===== src/rtl/clk_divider_multi_if.sv =====
// Configuration channel for clk_divider_multi: valid/ready handshake carrying
// the target channel, the new terminal count and the output mode.
interface clk_divider_multi_if #(
  parameter int unsigned NCH = 2,
  parameter int unsigned CW  = 24
) ();
  localparam int unsigned CHW = (NCH > 1) ? $clog2(NCH) : 1;

  logic           cfg_valid;
  logic           cfg_ready;
  logic [CHW-1:0] cfg_ch;
  logic [CW-1:0]  cfg_div;
  logic           cfg_mode;

  modport master (
    output cfg_valid, cfg_ch, cfg_div, cfg_mode,
    input  cfg_ready
  );

  modport slave (
    input  cfg_valid, cfg_ch, cfg_div, cfg_mode,
    output cfg_ready
  );
endinterface


===== src/rtl/clk_divider_multi.sv =====
// Multi-channel clock-enable divider. Every channel counts prescaler strobes
// up to its terminal count, emits a one-clk tick and drives clk_LF either as
// a 50% square wave (mode 0) or as a copy of tick (mode 1). New divisor/mode
// values are staged in a shadow register and take effect at the channel's
// next terminal count (or immediately while the channel is disabled).
// Optional feature macro: CLK_DIVIDER_MULTI_PRESCALE_EN enables the
// 2^PRE_LOG2 prescaler; without it every clk is a strobe.
module clk_divider_multi #(
  parameter int unsigned NCH      = 2,
  parameter int unsigned CW       = 24,
  parameter int unsigned PRE_LOG2 = 3,
  parameter int unsigned DIV_INIT = 320000
) (
  input  logic                  clk,
  input  logic                  btnC,
  input  logic [NCH-1:0]        en,
  clk_divider_multi_if.slave    cfg,
  output logic [NCH-1:0]        clk_LF,
  output logic [NCH-1:0]        tick
);

  logic           pre_stb;
  logic [CW-1:0]  cnt    [NCH];
  logic [CW-1:0]  cnt_n  [NCH];
  logic [CW-1:0]  div_q  [NCH];
  logic [CW-1:0]  div_n  [NCH];
  logic [CW-1:0]  sdiv_q [NCH];
  logic [CW-1:0]  sdiv_n [NCH];
  logic [NCH-1:0] mode_q, mode_n;
  logic [NCH-1:0] smode_q, smode_n;
  logic [NCH-1:0] pend_q, pend_n;
  logic [NCH-1:0] lf_n, tick_n;
  logic [NCH-1:0] apply;
  logic           rdy_q;
  logic           ch_ok;
  logic           accept;

`ifdef CLK_DIVIDER_MULTI_PRESCALE_EN
  logic [PRE_LOG2-1:0] pre_cnt;

  // Free-running prescaler; strobe while it sits at all-ones
  always_ff @(posedge clk) begin
    if (!btnC) pre_cnt <= '0;
    else       pre_cnt <= pre_cnt + PRE_LOG2'(1);
  end

  assign pre_stb = &pre_cnt;
`else
  // PRE_LOG2 has no effect without the prescaler
  logic unused_pre_log2;
  assign unused_pre_log2 = ^PRE_LOG2;
  assign pre_stb = 1'b1;
`endif

  // Out-of-range channel numbers are always accepted and then dropped
  assign ch_ok         = 32'(cfg.cfg_ch) < NCH;
  assign cfg.cfg_ready = rdy_q & (~ch_ok | ~pend_q[cfg.cfg_ch]);
  assign accept        = cfg.cfg_valid & cfg.cfg_ready & ch_ok;

  // Per-channel counting, output shaping, shadow apply and config capture.
  // An apply needs pend_q=1 while an accept needs pend_q=0, so a config
  // accepted on a terminal-count cycle waits for the following terminal count.
  always_comb begin
    cnt_n   = cnt;
    div_n   = div_q;
    sdiv_n  = sdiv_q;
    mode_n  = mode_q;
    smode_n = smode_q;
    pend_n  = pend_q;
    lf_n    = clk_LF;
    tick_n  = '0;
    apply   = '0;
    for (int unsigned i = 0; i < NCH; i++) begin
      if (!en[i]) begin
        cnt_n[i] = '0;
        lf_n[i]  = 1'b0;
        apply[i] = pend_q[i];
      end else if (pre_stb && (cnt[i] == div_q[i])) begin
        cnt_n[i]  = '0;
        tick_n[i] = 1'b1;
        lf_n[i]   = mode_q[i] ? 1'b1 : ~clk_LF[i];
        apply[i]  = pend_q[i];
      end else begin
        if (pre_stb) cnt_n[i] = cnt[i] + CW'(1);
        if (mode_q[i]) lf_n[i] = 1'b0;
      end
      if (apply[i]) begin
        div_n[i]  = sdiv_q[i];
        mode_n[i] = smode_q[i];
        pend_n[i] = 1'b0;
        if (smode_q[i] != mode_q[i]) lf_n[i] = 1'b0;
      end
    end
    if (accept) begin
      sdiv_n[cfg.cfg_ch]  = cfg.cfg_div;
      smode_n[cfg.cfg_ch] = cfg.cfg_mode;
      pend_n[cfg.cfg_ch]  = 1'b1;
    end
  end

  // State and output registers; reset discards any staged configuration
  always_ff @(posedge clk) begin
    if (!btnC) begin
      for (int unsigned i = 0; i < NCH; i++) begin
        cnt[i]    <= '0;
        div_q[i]  <= CW'(DIV_INIT);
        sdiv_q[i] <= '0;
      end
      mode_q  <= '0;
      smode_q <= '0;
      pend_q  <= '0;
      clk_LF  <= '0;
      tick    <= '0;
      rdy_q   <= 1'b0;
    end else begin
      cnt     <= cnt_n;
      div_q   <= div_n;
      sdiv_q  <= sdiv_n;
      mode_q  <= mode_n;
      smode_q <= smode_n;
      pend_q  <= pend_n;
      clk_LF  <= lf_n;
      tick    <= tick_n;
      rdy_q   <= 1'b1;
    end
  end

endmodule


===== src/flat_wrapper.sv =====
// flat-port wrapper written by rule: the top's interface ports become plain ports
module clk_divider_multi_flat 
#(
  parameter int unsigned NCH      = 2,
  parameter int unsigned CW       = 24,
  parameter int unsigned PRE_LOG2 = 3,
  parameter int unsigned DIV_INIT = 320000
)
  (clk, btnC, en, clk_LF, tick, cfg_cfg_valid, cfg_cfg_ch, cfg_cfg_div, cfg_cfg_mode, cfg_cfg_ready);
  clk_divider_multi_if #(.NCH(NCH), .CW(CW)) cfg_i ();
  input  logic clk;
  input  logic btnC;
  input  logic [NCH-1:0] en;
  output logic [NCH-1:0] clk_LF;
  output logic [NCH-1:0] tick;
  input wire logic [$bits(cfg_i.cfg_valid)-1:0] cfg_cfg_valid;
  input wire logic [$bits(cfg_i.cfg_ch)-1:0] cfg_cfg_ch;
  input wire logic [$bits(cfg_i.cfg_div)-1:0] cfg_cfg_div;
  input wire logic [$bits(cfg_i.cfg_mode)-1:0] cfg_cfg_mode;
  output wire logic [$bits(cfg_i.cfg_ready)-1:0] cfg_cfg_ready;
  assign cfg_i.cfg_valid = cfg_cfg_valid;
  assign cfg_i.cfg_ch = cfg_cfg_ch;
  assign cfg_i.cfg_div = cfg_cfg_div;
  assign cfg_i.cfg_mode = cfg_cfg_mode;
  assign cfg_cfg_ready = cfg_i.cfg_ready;
  clk_divider_multi #(.NCH(NCH), .CW(CW), .PRE_LOG2(PRE_LOG2), .DIV_INIT(DIV_INIT)) u_core (.clk(clk), .btnC(btnC), .en(en), .cfg(cfg_i), .clk_LF(clk_LF), .tick(tick));
endmodule

===== config.mk =====
export PLATFORM = sky130hd
export DESIGN_NAME = clk_divider_multi_flat
export DESIGN_NICKNAME = d
export VERILOG_FILES = /design/src/rtl/clk_divider_multi_if.sv /design/src/rtl/clk_divider_multi.sv /design/src/flat_wrapper.sv
export SDC_FILE = /design/constraint.sdc
export NUM_CORES = 1
export LEC_CHECK = 0
export ABC_AREA = 1
export CAP_MARGIN = 20
export CORE_AREA = 3 3 147 92
export DETAILED_ROUTE_END_ITERATION = 7
export DIE_AREA = 0 0 150 95
export HOLD_SLACK_MARGIN = 0.03
export PLACE_DENSITY_LB_ADDON = 0.25
export SYNTH_ARGS = -nofsm -noshare
export SYNTH_HDL_FRONTEND = slang
export SYNTH_SLANG_ARGS = --single-unit

===== constraint.sdc =====
create_clock -name clk -period 2.3 [get_ports clk]
set_input_delay 0.345 -clock clk [delete_from_list [all_inputs] [get_ports clk]]
set_output_delay 0.345 -clock clk [all_outputs]
set_load 0.03 [all_outputs]

==> metrics.txt <==
run status complete, no violations; syn_area_per_cell 6.74 um2; Achievable Freq 0.484 GHz; Post-synth EDFFs 0; clk buf depth 2; DR vias between 6k and 7k; first-pass GRT wire length around 27 mm; total gr overflow 0; Syn Nets 1110; Max Transition Viols Final 0; largest net degree at the start of global routing 93; R2R Setup Slk approximately 280 ps; latest clock arrival within the worst-skew pair 420 ps; core area 12100 um2; maximum vdd drop between 0.5 and 0.6 mV; Rows 31; Root Buffer clkbuf_16; I/O pin count 36; Synth Area in Compound Gates 10.7%; Post-Syn Instances between 1k and 1.5k; fraction of registers with async set/reset 0%; actual transition at the worst max-transition pin 646 ps; post-route clock period utilization 89.8%; area leader, netlist dfxtp_1; Setup Buffers After CTS 0; wirelength, routed between 15 and 20 mm; largest family of logic cells by synthesized area simple AND/OR/NAND/NOR gates; RSZ-0062 raised after global routing false; Pwr per Cell Area 760 nW/um2; Buffers on Ports 35; setup_tns 0 ps; Detailed Place HPWL 11.4 mm; Worst Setup EP cfg_cfg_ready; CTS buffer count 17; DIE HEIGHT between 90 and 100 um; initial antenna violation count 0; Distinct cells, synth 38; die width about 150 um; ranking of synthesized cells by area dfxtp_1 43%, nand2_1 13%, nor2_1 8.2%; area growth from synthesis to layout 14.5%; Synth Area in Simple Gates between 30% and 40%; crit path DAT 1720 ps; dominant synthesized flop cell dfxtp_1; Reg clk slew, reported paths 60 ps; CTS Hold Bufs 0; crit start category input pin; reg2reg path depth 12; Post-CTS Resized 0; total power 0.00632 W; Synth top area share roughly 43%; Max-Slew Margin vs Limit 56.9%; reg2reg end u_core.div_q[35]$_SDFFE_PN0P_; nets@finish 1131; H-Tree Level Count 4; vias in the first global route around 5.8k; Clock Skews 8.73 ps; most numerous cell in the Yosys netlist nand2_1; final hold violations 0; Post-Syn Area between 7000 and 8000 um2; minimum clock period 2070 ps; routability congestion estimate 0.958; antenna-violating nets left 0; data required time of the critical path 1960 ps; WL/cell 12.8 um; Seq/Total Area, Yosys between 40 and 50%; post-synthesis register bit count roughly 160; Initial Utilization 60.0%; ANT cells 0; GRT Util Overall 23.8%; Synth Area in Adders 0.345%; kind of critical path input pin to output port; FF-to-FF Start u_core.div_q[33]$_SDFFE_PN1P_; first-pass iteration count of the detailed router 6; synth cell count leaders 256 x nand2_1, 158 x nor2_1, 155 x dfxtp_1; YS warnings 0; layout cells sized above 1 6.31%; Crit. End Element output port; DIE AREA 14300 um2; max-cap violations 0; CTS sink cnt 155; crit path launch cfg_cfg_ch; DR DRC count 0; CTS tree done; Core Util, Final 68.7%; crit-path max FO 3; via/cell ratio 5.14; post-synthesis mux area share 0%; XOR/XNOR Fraction of Synth Area approximately 3.0%; worst min path class input pin to register; final setup fails 0; leakage power around 3.4 nW; Iter 0 DRT Violations 443
[registers in the layout (all words and copies together), names as in the netlist]
signal and flops:
u_core.tick 2, u_core.cnt 48, u_core.sdiv_q 48, u_core.smode_q 2, u_core.pend_q 2, u_core.mode_q 2, u_core.rdy_q 1, u_core.div_q 48
u_core.clk_LF 2
[area by class of cell]
cell class | instances | area [um2]
multi-input combinational | 729 | 3350
fill | 1024 | 3790
tap | 165 | 206
inverter | 152 | 571
timing repair buffer | 43 | 430
sequential | 155 | 3100
clock buffer | 18 | 439
clock inverter | 13 | 215
[metrics by stage]
step                      area, um2  hold slack (ps)  worst slack [ps]  cells
after floorplan                7260              373               583   1077
after global placement         7660              442               231   1244
after detailed placement       7660              443               224   1244
after CTS                      8310              233               232   1275
after global routing           8310              240              85.2   1275
final                          8310              246               234   1275
[worst max-delay path: stages]
cell and delay, ps:
clkdlybuf4s50_1 490, inv_1 70, a21oi_2 130, clkdlybuf4s50_1 680
[per-layer routing]
layer	global-route usage, %	part of all wire, %
met2	34.8	41
met1	34.2	49
met4	6.01	0.91
met5	0	0
met3	7.15	8.8
[worst min-delay path by stage]
stage / startpoint / end / slack [ps] / depth (start not counted)
after CTS: btnC / u_core.div_q[37]$_SDFFE_PN1P_ / 230 / 2
after floorplan: btnC / u_core.rdy_q$_DFF_P_ / 370 / 0
final: btnC / u_core.div_q[37]$_SDFFE_PN1P_ / 250 / 2
after detailed placement: u_core.sdiv_q[16]$_SDFFE_PN0P_ / u_core.sdiv_q[16]$_SDFFE_PN0P_ / 440 / 2
after global placement: u_core.sdiv_q[1]$_SDFFE_PN0P_ / u_core.sdiv_q[1]$_SDFFE_PN0P_ / 440 / 2
after global routing: btnC / u_core.div_q[39]$_SDFFE_PN1P_ / 240 / 2
[cells in the final DEF, fill, tap and decap left out, drive strengths merged, types with 3 or more instances in the layout]
| cell | Yosys | layout |
|---|---|---|
| nand2 | 259 | 259 |
| nand4 | 11 | 11 |
| dfxtp | 155 | 155 |
| clkdlybuf4s50 | 0 | 34 |
| inv | 151 | 154 |
| nor2 | 166 | 166 |
| xnor2 | 3 | 3 |
| a21oi | 98 | 98 |
| clkinvlp | 0 | 4 |
| xor2 | 22 | 22 |
| nor4 | 3 | 3 |
| o21ai | 54 | 54 |
| or2 | 3 | 3 |
| buf | 20 | 9 |
| clkbuf | 21 | 18 |
| bufinv | 0 | 5 |
| nand3 | 81 | 81 |
| nor3 | 21 | 21 |
[cells by family (layout without fill, tap and decap cells)]
logic type / Yosys count / after routing
buf+inv: 193 / 226
xor+xnor: 25 / 25
compound gates: 154 / 154
fa+ha+maj: 2 / 2
flops: 155 / 155
simple gates: 548 / 548
[where the power goes]
part           switching (W)  leakage [nW]  internal, W
logic               0.000252          1.81     0.000156
clock network        0.00114         0.306      0.00196
registers          0.0000412          1.26      0.00276
(Power assumes the default switching activity.)
